===== src/rtl/chip8_pkg.sv =====
// rtl/chip8_pkg.sv - shared types and constants for the CHIP-8 operand-read stage
package chip8_pkg;

  typedef logic        u1;
  typedef logic [3:0]  u4;
  typedef logic [4:0]  u5;
  typedef logic [7:0]  u8;
  typedef logic [15:0] u16;

  localparam u5 REG_I    = 5'd16;
  localparam u5 REG_NONE = 5'd31;

  typedef struct packed {
    u8  vx;
    u8  vy;
    u8  vf;
    u16 i;
    u16 op;
    u5  dst1;
    u5  dst2;
  } operand_t;

  localparam operand_t BUNDLE_RESET = '{vx: 8'h00, vy: 8'h00, vf: 8'h00, i: 16'h0000,
                                        op: 16'h0000, dst1: REG_NONE, dst2: REG_NONE};

  // Indices 17..31 map to no scoreboard bit at all.
  function automatic logic [16:0] reg_onehot(input u5 idx);
    logic [16:0] mask;
    mask = '0;
    if (idx <= REG_I) mask[idx] = 1'b1;
    return mask;
  endfunction

endpackage


===== src/rtl/chip8_scoreboard.sv =====
// rtl/chip8_scoreboard.sv - pending-writer mask for V0..VF (bits 0-15) and I (bit 16)
module chip8_scoreboard
  import chip8_pkg::*;
(
  input  logic        clk,
  input  logic        rst,
  input  u5           wb_r1,
  input  u5           wb_r2,
  input  logic        set_en,
  input  u5           set_a,
  input  u5           set_b,
  input  logic        flush,
  output logic [16:0] pending
);

  logic [16:0] pend_q;
  logic [16:0] clr_mask;
  logic [16:0] set_mask;

  assign clr_mask = reg_onehot(wb_r1) | reg_onehot(wb_r2);
  assign set_mask = set_en ? (reg_onehot(set_a) | reg_onehot(set_b)) : 17'd0;

  // Set is applied after clear so a bit both retired and re-claimed stays pending.
  always_ff @(posedge clk or posedge rst) begin
    if (rst)        pend_q <= '0;
    else if (flush) pend_q <= '0;
    else            pend_q <= (pend_q & ~clr_mask) | set_mask;
  end

  assign pending = pend_q;

endmodule


===== src/rtl/chip8_operand_read.sv =====
// rtl/chip8_operand_read.sv - CHIP-8 operand read with writeback forwarding and hazard scoreboard
module chip8_operand_read
  import chip8_pkg::*;
#(
  parameter int FORWARD     = 1,
  parameter int STALL_CNT_W = 16
) (
  input  logic                   clk,
  input  logic                   rst,
  input  logic                   in_valid,
  output logic                   in_ready,
  input  u4                      in_x,
  input  u4                      in_y,
  input  u1                      in_use_x,
  input  u1                      in_use_y,
  input  u1                      in_use_f,
  input  u1                      in_use_i,
  input  u5                      in_dst1,
  input  u5                      in_dst2,
  input  u16                     in_op,
  input  u8 [15:0]               registers,
  input  u16                     I,
  input  u5                      wb_r1,
  input  u5                      wb_r2,
  input  u8                      wb_val1,
  input  u8                      wb_val2,
  input  u16                     wb_ival,
  input  u1                      flush,
  output logic                   out_valid,
  input  logic                   out_ready,
  output u8                      out_vx,
  output u8                      out_vy,
  output u8                      out_vf,
  output u16                     out_i,
  output u16                     out_op,
  output u5                      out_dst1,
  output u5                      out_dst2,
  output logic [STALL_CNT_W-1:0] stall_cnt
);

  logic [16:0] pending;
  logic        src_haz;
  logic        dst_haz;
  logic        hazard;
  logic        accept;
  operand_t    nxt;
  operand_t    cur;

  function automatic logic fwd_hit(input u5 idx, input u5 r1, input u5 r2);
    return (FORWARD != 0) && ((r1 == idx) || (r2 == idx));
  endfunction

  function automatic u8 pick_v(input u4 idx, input u5 r1, input u5 r2,
                               input u8 v1, input u8 v2, input u8 arch);
    if ((FORWARD != 0) && (r1 == {1'b0, idx})) return v1;
    if ((FORWARD != 0) && (r2 == {1'b0, idx})) return v2;
    return arch;
  endfunction

  chip8_scoreboard u_sb (
    .clk     (clk),
    .rst     (rst),
    .wb_r1   (wb_r1),
    .wb_r2   (wb_r2),
    .set_en  (accept),
    .set_a   (in_dst1),
    .set_b   (in_dst2),
    .flush   (flush),
    .pending (pending)
  );

  always_comb begin
    src_haz = 1'b0;
    if (in_use_x && pending[{1'b0, in_x}] && !fwd_hit({1'b0, in_x}, wb_r1, wb_r2)) src_haz = 1'b1;
    if (in_use_y && pending[{1'b0, in_y}] && !fwd_hit({1'b0, in_y}, wb_r1, wb_r2)) src_haz = 1'b1;
    if (in_use_f && pending[15] && !fwd_hit(5'd15, wb_r1, wb_r2))                  src_haz = 1'b1;
    if (in_use_i && pending[16] && !fwd_hit(REG_I, wb_r1, wb_r2))                  src_haz = 1'b1;
    // WAW hazards are never cleared by forwarding: the older write must retire first.
    dst_haz = |(pending & (reg_onehot(in_dst1) | reg_onehot(in_dst2)));
  end

  assign hazard   = src_haz || dst_haz;
  assign in_ready = !hazard && (!out_valid || out_ready) && !flush;
  assign accept   = in_valid && in_ready;

  always_comb begin
    nxt      = BUNDLE_RESET;
    nxt.op   = in_op;
    nxt.dst1 = in_dst1;
    nxt.dst2 = in_dst2;
    if (in_use_x) nxt.vx = pick_v(in_x, wb_r1, wb_r2, wb_val1, wb_val2, registers[in_x]);
    if (in_use_y) nxt.vy = pick_v(in_y, wb_r1, wb_r2, wb_val1, wb_val2, registers[in_y]);
    if (in_use_f) nxt.vf = pick_v(4'hF, wb_r1, wb_r2, wb_val1, wb_val2, registers[15]);
    if (in_use_i) nxt.i  = fwd_hit(REG_I, wb_r1, wb_r2) ? wb_ival : I;
  end

  always_ff @(posedge clk or posedge rst) begin
    if (rst) begin
      out_valid <= 1'b0;
      cur       <= BUNDLE_RESET;
    end else if (accept) begin
      out_valid <= 1'b1;
      cur       <= nxt;
    end else if (flush || out_ready) begin
      out_valid <= 1'b0;
    end
  end

  always_ff @(posedge clk or posedge rst) begin
    if (rst)
      stall_cnt <= '0;
    else if (in_valid && hazard && !flush && (stall_cnt != {STALL_CNT_W{1'b1}}))
      stall_cnt <= stall_cnt + 1'b1;
  end

  assign out_vx   = cur.vx;
  assign out_vy   = cur.vy;
  assign out_vf   = cur.vf;
  assign out_i    = cur.i;
  assign out_op   = cur.op;
  assign out_dst1 = cur.dst1;
  assign out_dst2 = cur.dst2;

endmodule


===== config.mk =====
export PLATFORM = sky130hd
export DESIGN_NAME = chip8_operand_read
export DESIGN_NICKNAME = d
export VERILOG_FILES = /design/src/rtl/chip8_pkg.sv /design/src/rtl/chip8_scoreboard.sv /design/src/rtl/chip8_operand_read.sv
export SDC_FILE = /design/constraint.sdc
export NUM_CORES = 1
export LEC_CHECK = 0
export ABC_AREA = 1
export CAP_MARGIN = 10
export CORE_ASPECT_RATIO = 0.6
export CORE_MARGIN = 4
export CORE_UTILIZATION = 26
export DETAILED_ROUTE_END_ITERATION = 6
export PLACE_DENSITY = 0.58
export SLEW_MARGIN = 20
export SYNTH_ARGS = -nofsm -noshare
export SYNTH_HDL_FRONTEND = slang
export SYNTH_SLANG_ARGS = --single-unit

===== constraint.sdc =====
create_clock -name clk -period 4 [get_ports clk]
set_input_delay 0.8 -clock clk [delete_from_list [all_inputs] [get_ports clk]]
set_output_delay 0.8 -clock clk [all_outputs]
set_load 0.02 [all_outputs]

Word level (Yosys, flattened, before mapping):

Cells that the tools add are included.

* flip-flop bits (word level): 100
* bits of input ports: 229
* output and inout bits: 84
* word-level logic and storage cells: 136

* $add $sub $neg: 1
* order comparisons: 16
* equal/unequal tests: 9
* multiplexer cells: 60
* bitwise operators: 6
* reduce and logical (&&, ||, !) cells: 34

Operators with widths (count)
* $mux W8: 17
* $mux W17: 6
* $bmux W8 S4: 2
* $or A17 B17 Y17: 3
* $and A17 B17 Y17: 2
* $mux W16: 2
* $mux W1: 27
* $lt A5 B6 Y1 const B: 4
* $demux W1 S5: 4
* $eq A5 B4 Y1: 4
* $ge A5 B1 Y1 const B: 4
* $le A5 B5 Y1 const B: 4
* $logic_and A1 B1 Y1: 18
* $not A17 Y17: 1
* $reduce_or A17 Y1: 1
* $add A16 B1 Y16 const B: 1
* $ne A16 B16 Y1 const B: 1
* $lt A4 B6 Y1 const B: 2
* $eq A5 B4 Y1 const B: 2
* $eq A5 B5 Y1 const B: 2
* $lt A4 B5 Y1 const B: 2
* $bmux W1 S4: 2
* $logic_not A1 Y1: 7
* $logic_or A1 B1 Y1: 7
* $reduce_bool A2 Y1: 1

Longest topological paths before layout:

Gate-level depths: netlist of the first run.

* depth after elaboration: 16
* gate-level depth with buffers: 17

Cells and area by module:

Synthesis of the first run repeated with hierarchy kept, for this count alone.

* cells, all modules: 1629
* area, all modules: 9539.1 µm²

Modules (own cells, without submodules)
* chip8_operand_read: times used 1, cells each 1422, area each 8205.4 µm², seq. area each 2089.5 µm²
* chip8_scoreboard: times used 1, cells each 207, area each 1333.8 µm², seq. area each 425.4 µm²

Worst setup path after synthesis of the first run:

Ideal clock, no wire load.

* kind: input to output
* start point: input port in_x[0]
* end point: output port in_ready
* data arrival time: 2.384 ns
* data required time: 3.200 ns
* slack: 0.816 ns
* cell stages on the path: 14
* cell sequence: buf_2 > inv_2 > buf_2 > nand2_1 > nand3_1 > nand3_1 > nand3_1 > nand2_1 > nand2_2 > nand3_4 > nor2_8 > buf_2 > nand2_1 > nor2_1

* word-level cells in the longest chain between the ends: 12

Ends and longest elaborated chain
* from (decl): RTL line chip8_operand_read.sv:12 `input u4 in_x,`
* $bmux W1 S4 / $eq A5 B4 Y1 (equally long branches): RTL line chip8_operand_read.sv:74, chip8_operand_read.sv:50
* $mux W1 (not written as such) / $logic_or A1 B1 Y1 (equally long branches): RTL line chip8_operand_read.sv:74, chip8_operand_read.sv:50
* $logic_and A1 B1 Y1 / $logic_not A1 Y1 (equally long branches): RTL line chip8_operand_read.sv:74 `if (in_use_x && pending[{1'b0, in_x}] && !fwd_hit({1'b0, in_x}, wb_r1, wb_r2)) src_haz = 1'b1;`
* $logic_and A1 B1 Y1 *: RTL line chip8_operand_read.sv:74
* $mux W1 *: RTL line chip8_operand_read.sv:74
* $mux W1 *: RTL line chip8_operand_read.sv:75 `if (in_use_y && pending[{1'b0, in_y}] && !fwd_hit({1'b0, in_y}, wb_r1, wb_r2)) src_haz = 1'b1;`
* $mux W1 *: RTL line chip8_operand_read.sv:76 `if (in_use_f && pending[15] && !fwd_hit(5'd15, wb_r1, wb_r2)) src_haz = 1'b1;`
* $mux W1 *: RTL line chip8_operand_read.sv:77 `if (in_use_i && pending[16] && !fwd_hit(REG_I, wb_r1, wb_r2)) src_haz = 1'b1;`
* $logic_or A1 B1 Y1 *: RTL line chip8_operand_read.sv:82 `assign hazard = src_haz || dst_haz;`
* $logic_not A1 Y1 *: RTL line chip8_operand_read.sv:83 `assign in_ready = !hazard && (!out_valid || out_ready) && !flush;`
* $logic_and A1 B1 Y1 * (2 in a row): RTL line chip8_operand_read.sv:83
* to (decl): RTL line chip8_operand_read.sv:11 `output logic in_ready,`

Every way passes the cells marked *; elsewhere a longest branch is shown, timed or not. The select of a mux whose other input is x is not followed.

Worst setup path in the final report of the first run:

* start point: input port in_dst1[4]
* end point: output port in_ready

* word-level cells in the longest chain between the ends: 12

Ends and longest elaborated chain
* from (decl): RTL line chip8_operand_read.sv:18 `input u5 in_dst1,`
* $lt A5 B6 Y1 (not written as such) / $ge A5 B1 Y1 (equally long branches): RTL line chip8_pkg.sv:30 `if (idx <= REG_I) mask[idx] = 1'b1;`
* $logic_and A1 B1 Y1 (not written as such): RTL line chip8_pkg.sv:30
* $mux W1 (not written as such): RTL line chip8_pkg.sv:30
* $demux W1 S5
* $mux W17 *: RTL line chip8_pkg.sv:30
* $or A17 B17 Y17 *: RTL line chip8_operand_read.sv:79 `dst_haz = |(pending & (reg_onehot(in_dst1) | reg_onehot(in_dst2)));`
* $and A17 B17 Y17 *: RTL line chip8_operand_read.sv:79
* $reduce_or A17 Y1 *: RTL line chip8_operand_read.sv:79
* $logic_or A1 B1 Y1 *: RTL line chip8_operand_read.sv:82
* $logic_not A1 Y1 *: RTL line chip8_operand_read.sv:83
* $logic_and A1 B1 Y1 * (2 in a row): RTL line chip8_operand_read.sv:83

Every way passes the cells marked *; elsewhere a longest branch is shown, timed or not.

==> results of run 1 <==
synthesized netlist by cell type, drive strengths merged:
cell	instances
nor3	17
o211ai	53
a31o	1
nand2	360
ha	1
dfstp	10
nand3	150
o21ai	244
a21oi	86
dfrtp	90
nor2	92
or2	21
o21bai	1
xnor2	7
clkinv	2
nand4	21
a22oi	10
inv	132
xor2	6
buf	45
clkbuf	50
a221o	4
o21a	1
nor3b	1
critical path, cell delays in order:
cell	delay, ns
clkdlybuf4s50_1	0.62
nor2_1	0.15
nand3_1	0.10
nand2_1	0.07
nand2_1	0.06
nand2_1	0.05
a21oi_1	0.37
nand3_4	0.17
nor2_8	0.13
nand2_1	0.07
nor2_1	0.18
buf_4	0.18
power by group:
group | switching [uW] | total, uW | internal (uW)
Combinational | 962 | 1760 | 800
Clock | 420 | 852 | 432
Sequential | 143 | 1370 | 1220
layout make-up:
class                           count  area (sq um)  share of cell area, %
Sequential cell                   100          2515                  20.07
Tap cell                          450         563.0                  4.494
Clock buffer                        9         225.2                  1.798
Clock inverter                      7         58.81                 0.4694
Antenna cell                        1         2.502                0.01997
Inverter                          134         508.0                  4.055
Multi-Input combinational cell   1076          5233                  41.77
Timing Repair Buffer              351          3423                  27.32
sequential cells by signal, summed over array words and instances (netlist names):
name	flops
stall_cnt	16
out_dst2	5
u_sb.pending	17
out_vf	8
out_vy	8
out_valid	1
out_vx	8
out_dst1	5
out_i	16
out_op	16
routing by layer:
layer  vias to the layer above  part of all wire, %  wire length, um  global-route usage [%]
met3                        53                  8.8             3440                   5.283
met5                         -                    0                0                       0
met1                      5004                   47            18510                   30.32
met4                         0                  2.2              878                   4.845
li1                       5247                    -                -                       -
met2                       484                   42            16350                   29.98
cells in the final DEF, fill, tap and decap left out, types with 2 or more instances in the layout:
| cell type | netlist | layout |
|---|---|---|
| nor3_1 | 15 | 15 |
| o21ai_2 | 5 | 5 |
| buf_2 | 18 | 2 |
| buf_4 | 5 | 40 |
| a21oi_1 | 86 | 86 |
| nor2_1 | 86 | 86 |
| nand3_2 | 3 | 3 |
| nand3_1 | 145 | 145 |
| nand2_2 | 5 | 5 |
| nand3_4 | 2 | 2 |
| clkinv_1 | 2 | 2 |
| nand2_1 | 355 | 355 |
| a22oi_1 | 10 | 10 |
| nor2_2 | 4 | 4 |
| dfstp_2 | 10 | 10 |
| nor3_2 | 2 | 2 |
| clkbuf_16 | 0 | 9 |
| o21ai_0 | 172 | 172 |
| clkdlybuf4s50_1 | 0 | 307 |
| a221o_1 | 4 | 4 |
| o211ai_1 | 53 | 53 |
| nand4_1 | 21 | 21 |
| clkinvlp_4 | 0 | 2 |
| inv_6 | 0 | 4 |
| inv_2 | 8 | 8 |
| inv_1 | 124 | 123 |
| xnor2_1 | 7 | 7 |
| clkinv_4 | 0 | 2 |
| xor2_1 | 6 | 6 |
| o21ai_1 | 67 | 67 |
| dfrtp_1 | 90 | 90 |
| buf_12 | 0 | 2 |
| or2_2 | 21 | 21 |
worst paths after layout:
path                                           startpoint                       end  slack, ns  cells past startpoint
worst max-delay path                           in_dst1[4]                  in_ready       0.23                     12
worst min-delay path              out_dst2[0]$_DFFE_PP1P_   out_dst2[0]$_DFFE_PP1P_       0.48                      2
worst max register to register  u_sb.pending[7]$_DFF_PP0_     out_op[7]$_DFFE_PP0P_       1.54                     14
worst min register to register    out_dst2[0]$_DFFE_PP1P_   out_dst2[0]$_DFFE_PP1P_       0.48                      2
max in group asynchronous                             rst  stall_cnt[1]$_DFFE_PP0P_       2.35                      3
min in group asynchronous                             rst      out_i[0]$_DFFE_PP0P_       0.97                      2
stage by stage:
stage	cell area, sq um	std cells	setup slack, ns
floorplan	8725	1405	0.5978
global placement	12240	2111	0.2230
detailed placement	12240	2111	0.3066
CTS	12520	2127	0.2990
global route	12530	2128	0.01847
finish	12530	2128	0.2341
cell families (layout without fill, tap and decap cells):
kind of cell / count (synthesis) / in the layout
adders and majority gates: 1 / 1
and+or+nand+nor: 662 / 662
other: 0 / 1
DFF: 100 / 100
AOI/OAI and AO/OA: 400 / 400
xor gates and xnor gates: 13 / 13
buffers and inverters: 229 / 501
==> results.toml, run 1 <==
[run_status]
status = "complete, no violations"

[place]
gp_congestion = 0.9455
io_buffers = 312
dp_hpwl_mm = 31.06

[yosys]
avgSynthCellArea_sq_um = 6.210
yosysSeqAreaShare_pct = 28.83
synth-compound-area-share_pct = 25.30
synth_mux_area_share_pct = 0
yosysWarnings = 0
yosys.area_share.simple_pct = 33.23
synth_area_leaders = "dfrtp_1 (26%), nand2_1 (15%), o21ai_0 (9.9%)"
syn_inst = 1405
yosysTopAreaCell = "dfrtp_1"
synth-seq-cells = 100
yosysTopAreaCellShare_pct = 25.81
synth-xor-area-share_pct = 1.305
synth_cell_types = 38
synth_top_family_by_area = "simple AND/OR/NAND/NOR gates"
syn_area_sq_mm = 0.008725
synthAdderAreaFrac_pct = 0.1434
synth_nets = 1635

[setup_path]
worst-path-max-fanout = 7
worst-setup-path-type = "in -> out"
crit_arrival_ns = 2.97
cp_data_required_time_ns = 3.20
startpoint_type = "input pin"
critPathCaptureType = "output port"

[pwr]
power_uw = 3979
leakagePower_uw = 0.005439
ir_drop_mv = 0.1975
p_per_area_mw_per_mm2 = 317.6

[detailed_routing]
vias = 10790
wl_per_cell_um = 18.41
ant_nets = 0
first_iter_violations = 1210
viasPerCell = 5.070
firstDrtPassIters = 6
wirelength_mm = 39.18
drcViolationCount = 0

[clock_tree]
cts.repair_timing.setup_buffer_count = 0
postCtsHoldBufs = 0
cts-buffers-inserted = 9
cts-root-buf = "clkbuf_16"
clockBufferDepth = 2
clock-sinks = 100
cts_tree = "yes"
clk_pin_slew_ns = 0.07
post_cts_resized = 0
cts.htree.levels = 3
clock_latency_ns = 0.35

[die]
chipHeight_um = 149.9
die_x_um = 244.5
dieArea_sq_mm = 0.03665
core_sq_mm = 0.03274
row_count = 51
initial_core_util_pct = 26.65
ioPinCount = 313

[cells_and_area]
drive_gt1_share_pct = 7.394
nets = 1902
fillers = 3508
area_growth_pct = 43.60
utilization_pct = 38.27

[sta]
finalCriticalPeriod_ns = 3.766
skew_ns = 0.005356
max_freq_mhz = 265.5
hold_viol = 0
rsz0062_at_grt = "false"
finalCritPeriodShare_pct = 94.15
finalSetupViolCount = 0
tightest_slew_ns = 0.9532
setup-tns-final_ns = 0
slew_viol_final = 0
slew_headroom_pct = 36.46
holdWs_ns = 0.4771

[global_route]
grt_pass1_vias = 10150
overflow = 0
grt_max_degree = 105
grt_pass1_wl_mm = 59.24
antenna_found_initial = 1
grtUsageTotal_pct = 20.58

[job]
maxCapViolCount = 0

[hold_path]
hp-class = "reg -> reg"
Power figures use the tool's default switching activity.
==> run 2: changes to the inputs <==
Settings changed: CORE_ASPECT_RATIO 0.6 to not set.
==> run 2 against run 1 <==
  * Critical path depth increased by 2
  * Critical path type unchanged
  * Global-route usage fell by 0.61 points
  * Clock power is 2.7% lower
  * Maximum frequency grew 5.7%
==> results.toml, run 2 (synthesis results as in run 1) <==
[run_status]
status = "complete, no violations"

[cells_and_area]
seq_area_sq_mm = 0.002515
nets = 1924
drive_gt1_share_pct = 8.363
final_common_cell = "nand2_1"
final_cell_mix = "nand2_1 (355), clkdlybuf4s50_1 (305), o21ai_0 (172), nand3_1 (145), inv_1 (123)"
finalNonFillerCells = 2142
multi_input_area_sq_mm = 0.005233
area_growth_pct = 45.22
fillers = 3493
largest_reg_flops = 17

[die]
core_sq_mm = 0.03278
dieArea_sq_mm = 0.03655
initial_core_util_pct = 26.61
die_x_um = 191.2
chipHeight_um = 191.2
ioPinCount = 313
row_count = 66

[detailed_routing]
vias = 10840
wirelength_mm = 38.25
met3_length_mm = 3.525
viasPerCell = 5.062
first_iter_violations = 954
wl_met1_mm = 16.29
maxUsedRoutingLayer = "met5"
wl_per_cell_um = 17.86
firstDrtPassIters = 6
ant_nets = 0
wl_met2_mm = 17.68
drcViolationCount = 0

[place]
pre_cts_ws_ns = -0.1200
gp_congestion = 0.9508
io_buffers = 312
place_inst = 2125
dp_hpwl_mm = 30.34

[setup_path]
crit_family = "simple AND/OR/NAND/NOR gates"
cp_common_cell = "nand2_1"
critPathCaptureType = "output port"
worst-path-max-fanout = 6
startpoint_type = "input pin"
worst_path_largest_cell_delay_ns = 0.59
cp_data_required_time_ns = 3.20
cp_cell_sequence = "clkdlybuf4s50_1 > inv_1 > nand2_1 > nand2_1 > nor2_2 > nand3_2 > nand2_1 > nor2_1 > nand2_2 > nand3_4 > nor2_8 > nand2_1 > nor2_1 > dlymetal6s2s_1"
r2r_slack_ns = 1.65
reg2reg_from = "stall_cnt[1]$_DFFE_PP0P_"
worstReg2RegEnd = "stall_cnt[4]$_DFFE_PP0P_"
crit_arrival_ns = 2.76
rr_worst_depth = 11
critical_path_buf_inv_count = 3
worst-setup-path-type = "in -> out"
crit_slowest_cell = "clkdlybuf4s50_1"

[pwr]
p_comb_share_pct = 44.7
p_switching_uw = 1470
p_int_uw = 2488
ir_drop_mv = 0.1859
power_uw = 3957
p_seq_share_pct = 34.4
clockPowerShare_pct = 20.9
p_per_area_mw_per_mm2 = 312.4
leakagePower_uw = 0.005562
sw_frac_of_total_pct = 37.13

[sta]
skew_ns = 0.01163
slew_viol_final = 0
layout_setup_ws_ns = 0.4385
finalSetupViolCount = 0
finalCritPeriodShare_pct = 89.04
hold_viol = 0
max_freq_mhz = 280.8
slew_headroom_pct = 36.58
tightest_slew_ns = 0.9512
rsz0062_at_grt = "false"
finalCriticalPeriod_ns = 3.562

[clock_tree]
clk_pin_slew_ns = 0.07
postCtsHoldBufs = 0
clockBufferDepth = 2
cts.htree.levels = 3
clock-sinks = 100
clock_latency_ns = 0.35
cts-buffers-inserted = 9
cts_tree = "yes"
cts-root-buf = "clkbuf_16"

[hold_path]
hold_path_end = "out_dst1[4]$_DFFE_PP1P_"
hold_depth = 2
hp-class = "reg -> reg"
hp-start = "out_dst1[4]$_DFFE_PP1P_"

[job]
maxCapViolCount = 0

[global_route]
grt_pass1_wl_mm = 58.49
overflow = 0
antenna_found_initial = 3
grt_max_degree = 105
grtUsageTotal_pct = 19.97
grt_pass1_vias = 10480
-- run 2: cell count changes in the layout (fill, tap and decap cells not counted), sizes merged --
cell           delta
dlymetal6s2s      +1
clkbuf            +4
inv               -3
buf              +21
clkdlybuf4s50     -2
dlygate4sd2       +2
clkinvlp          -2
diode             +1
-- run 2: tightest hold or removal path: cells and delay by family (launching register included) --
family / cells / cell delay [ns]
compound gates: 1 / 0.05
simple gates: 1 / 0.05
flops: 1 / 0.37
-- run 2: timing repair --
item                       4_1_cts  5_1_grt
gates cloned                     0        0
gates resized for setup          2        1
hold endpoints to repair         0        0
setup endpoints to repair        1        1
pin swaps                        0        0
buffers inserted                 0        0
-- run 2: worst max-delay path by stage --
stage | from | endpoint | depth (start not counted)
floorplan | rst | out_i[0]$_DFFE_PP0P_ | 1
global placement | in_x[3] | in_ready | 14
detailed placement | in_x[3] | in_ready | 14
CTS | wb_r1[0] | in_ready | 11
global route | in_dst1[3] | in_ready | 15
finish | wb_r1[3] | in_ready | 14
-- run 2: per-stage QoR --
| stage | utilization, % | TNS, ns | hold slack (ns) | cell area, sq um |
|---|---|---|---|---|
| after floorplan | - | 0 | 0.5050 | 8725 |
| after global placement | 37.81 | -0.1009 | 0.4633 | 12390 |
| after detailed placement | 37.81 | -0.1200 | 0.4634 | 12390 |
| after CTS | 38.62 | 0 | 0.4745 | 12660 |
| after global routing | 38.64 | 0 | 0.4982 | 12670 |
| final | 38.65 | 0 | 0.4720 | 12670 |
-- run 2: cell type report --
type	instances	share of cell area, %
Tap cell	442	4.365
Inverter	134	3.990
Multi-Input combinational cell	1076	41.30
Antenna cell	2	0.03950
Clock buffer	13	2.054
Timing Repair Buffer	373	28.32
Sequential cell	100	19.85
Clock inverter	2	0.07900
-- run 2: layer usage --
metal  global-route usage [%]  vias up
met2                    33.75      509
met4                    4.475        4
met1                    25.89     4986
li1                         -     5291
met5                        0        -
met3                    4.894       53
-- run 2: power groups by stage --
stage | Sequential (uW) | Combinational, uW | Clock [uW]
floorplan | 1600 | 635 | 0
global placement | 1370 | 1760 | 0
detailed placement | 1380 | 1770 | 0
CTS | 1370 | 1770 | 856
global route | 1390 | 1920 | 889
finish | 1360 | 1770 | 829
==> run 3: changes to the inputs <==
Settings changed: CORE_UTILIZATION 26 to 46, PLACE_DENSITY 0.58 to 0.89.
==> run 3 against run 2 <==
  * First-iteration DRC count increased by 61%
  * Clock power increased by 15%
  * Combinational power decreased by 2%
  * Sequential share of layout area increased by 0.56 points
  * Critical path type unchanged
  * Wire length decreased by 11%
  * Cell count decreased by 11%
  * Critical path depth decreased by 1
  * Utilization increased by 27 points
  * Register-to-register slack improved by 0.12 ns
  * Non-clock buffer count decreased by 19
==> results.toml, run 3 (synthesis results as in run 1) <==
[clock_tree]
cts.repair_timing.setup_buffer_count = 0
cts-root-buf = "clkbuf_16"
clockBufferDepth = 2
postCtsHoldBufs = 0
clk_pin_slew_ns = 0.07
cts.htree.levels = 3
clock_latency_ns = 0.34
clock-sinks = 100
cts_tree = "yes"
cts-buffers-inserted = 9

[detailed_routing]
first_iter_violations = 1535
firstDrtPassIters = 6
drcViolationCount = 0
wirelength_mm = 34.23
wl_per_cell_um = 17.87
ant_nets = 0
vias = 11070
viasPerCell = 5.781

[sta]
slew_headroom_pct = 40.03
finalCritPeriodShare_pct = 89.76
skew_ns = 0.005186
finalCriticalPeriod_ns = 3.590
slew_viol_final = 0
finalSetupViolCount = 0
max_freq_mhz = 278.5
hold_viol = 0
tightest_slew_ns = 0.8996
setup-tns-final_ns = 0
rsz0062_at_grt = "false"

[global_route]
grt_pass1_wl_mm = 54.10
antenna_found_initial = 1
overflow = 0
grt_max_degree = 105
grt_pass1_vias = 10250
grtUsageTotal_pct = 30.86

[setup_path]
worst-path-max-fanout = 4
crit_slowest_cell = "clkdlybuf4s50_1"
cp.depth = 13
critPathCaptureType = "output port"
crit_arrival_ns = 2.79
cp_cell_sequence = "clkdlybuf4s50_1 > inv_1 > nand2_1 > nor2_4 > nand2_2 > nand3_2 > nand2_1 > nor3_2 > nand3_2 > nor2_8 > nand2_1 > nor2_1 > dlymetal6s2s_1"
worst_path_largest_cell_delay_ns = 0.50
critical_path_buf_inv_count = 3
cp_data_required_time_ns = 3.20
rr_worst_depth = 14
crit_family = "simple AND/OR/NAND/NOR gates"
worst-setup-path-type = "in -> out"
r2r_slack_ns = 1.77
startpoint_type = "input pin"
cp_common_cell = "nand2_1"

[cells_and_area]
area_growth_pct = 41.23
largest_reg_flops = 17
multi_input_area_sq_mm = 0.005233
drive_gt1_share_pct = 7.500
finalNonFillerCells = 1915
final_cell_mix = "nand2_1 (355), clkdlybuf4s50_1 (307), o21ai_0 (172), nand3_1 (145), inv_1 (123)"
seq_area_sq_mm = 0.002515
fillers = 1610
final_common_cell = "nand2_1"
nets = 1905

[job]
maxCapViolCount = 0

[die]
core_sq_mm = 0.01871
chipHeight_um = 145.7
die_x_um = 145.7
row_count = 50
initial_core_util_pct = 46.64
dieArea_sq_mm = 0.02123
ioPinCount = 313

[hold_path]
hold_depth = 2
hp-class = "reg -> reg"

[pwr]
ir_drop_mv = 0.3221
leakagePower_uw = 0.005480
p_per_area_mw_per_mm2 = 328.8

[place]
place_inst = 1898
io_buffers = 312
dp_hpwl_mm = 26.04
gp_congestion = 0.9976

[run_status]
status = "complete, no violations"
-- run 3: cell type report --
class,count,area share (%)
timing repair buffer,354,27.99
tap,234,2.376
antenna,1,0.02031
clock inverter,7,0.8123
inverter,134,4.102
sequential,100,20.41
multi-input combinational,1076,42.47
clock buffer,9,1.828
-- run 3: path summary, 6_finish.rpt --
kind	startpoint	to
max	wb_r1[4]	in_ready
min	out_dst1[4]$_DFFE_PP1P_	out_dst1[4]$_DFFE_PP1P_
max reg2reg	u_sb.pending[9]$_DFF_PP0_	out_op[11]$_DFFE_PP0P_
min reg2reg	out_dst1[4]$_DFFE_PP1P_	out_dst1[4]$_DFFE_PP1P_
max in group asynchronous	rst	out_i[3]$_DFFE_PP0P_
min in group asynchronous	rst	out_op[10]$_DFFE_PP0P_
-- run 3: worst register-to-register path: cells and delay by family (launching register included) --
kind                   cells  cell delay [ns]
DFF                        1             0.43
AOI/OAI and AO/OA          1             0.08
and+or+nand+nor           10             0.97
buffers and inverters      3             0.63
-- run 3: what timing repair did --
item / 4_1_cts / 5_1_grt
setup endpoints to repair: 0 / 1
hold endpoints to repair: 0 / 0
gates resized for setup: 0 / 1
-- run 3: metal layers --
layer | wire, um | up-vias | GRT usage (%)
li1 | - | 5252 | -
met1 | 13500 | 5039 | 40.92
met2 | 16240 | 668 | 51.85
met3 | 3214 | 111 | 5.325
met4 | 1276 | 0 | 9.117
met5 | 0 | - | 0
-- run 3: stage by stage --
step	utilization (%)	hold WS, ns	power (uW)	setup WS (ns)	instance area, sq um
6_report	65.87	0.4742	4052	0.4097	12320
5_1_grt	65.87	0.4965	4269	0.2616	12320
4_1_cts	65.85	0.4769	4059	0.04901	12320
3_5_place_dp	64.11	0.4659	3095	0.06987	11990
3_3_place_gp	64.11	0.4610	3064	0.1339	11990
2_1_floorplan	-	0.5050	2237	0.5978	8725
-- run 3: where the power goes --
part | total (uW) | internal, uW | switching, uW
clock network | 950 | 552 | 398
registers | 1370 | 1220 | 149
logic | 1730 | 802 | 928
total | 4050 | 2580 | 1470
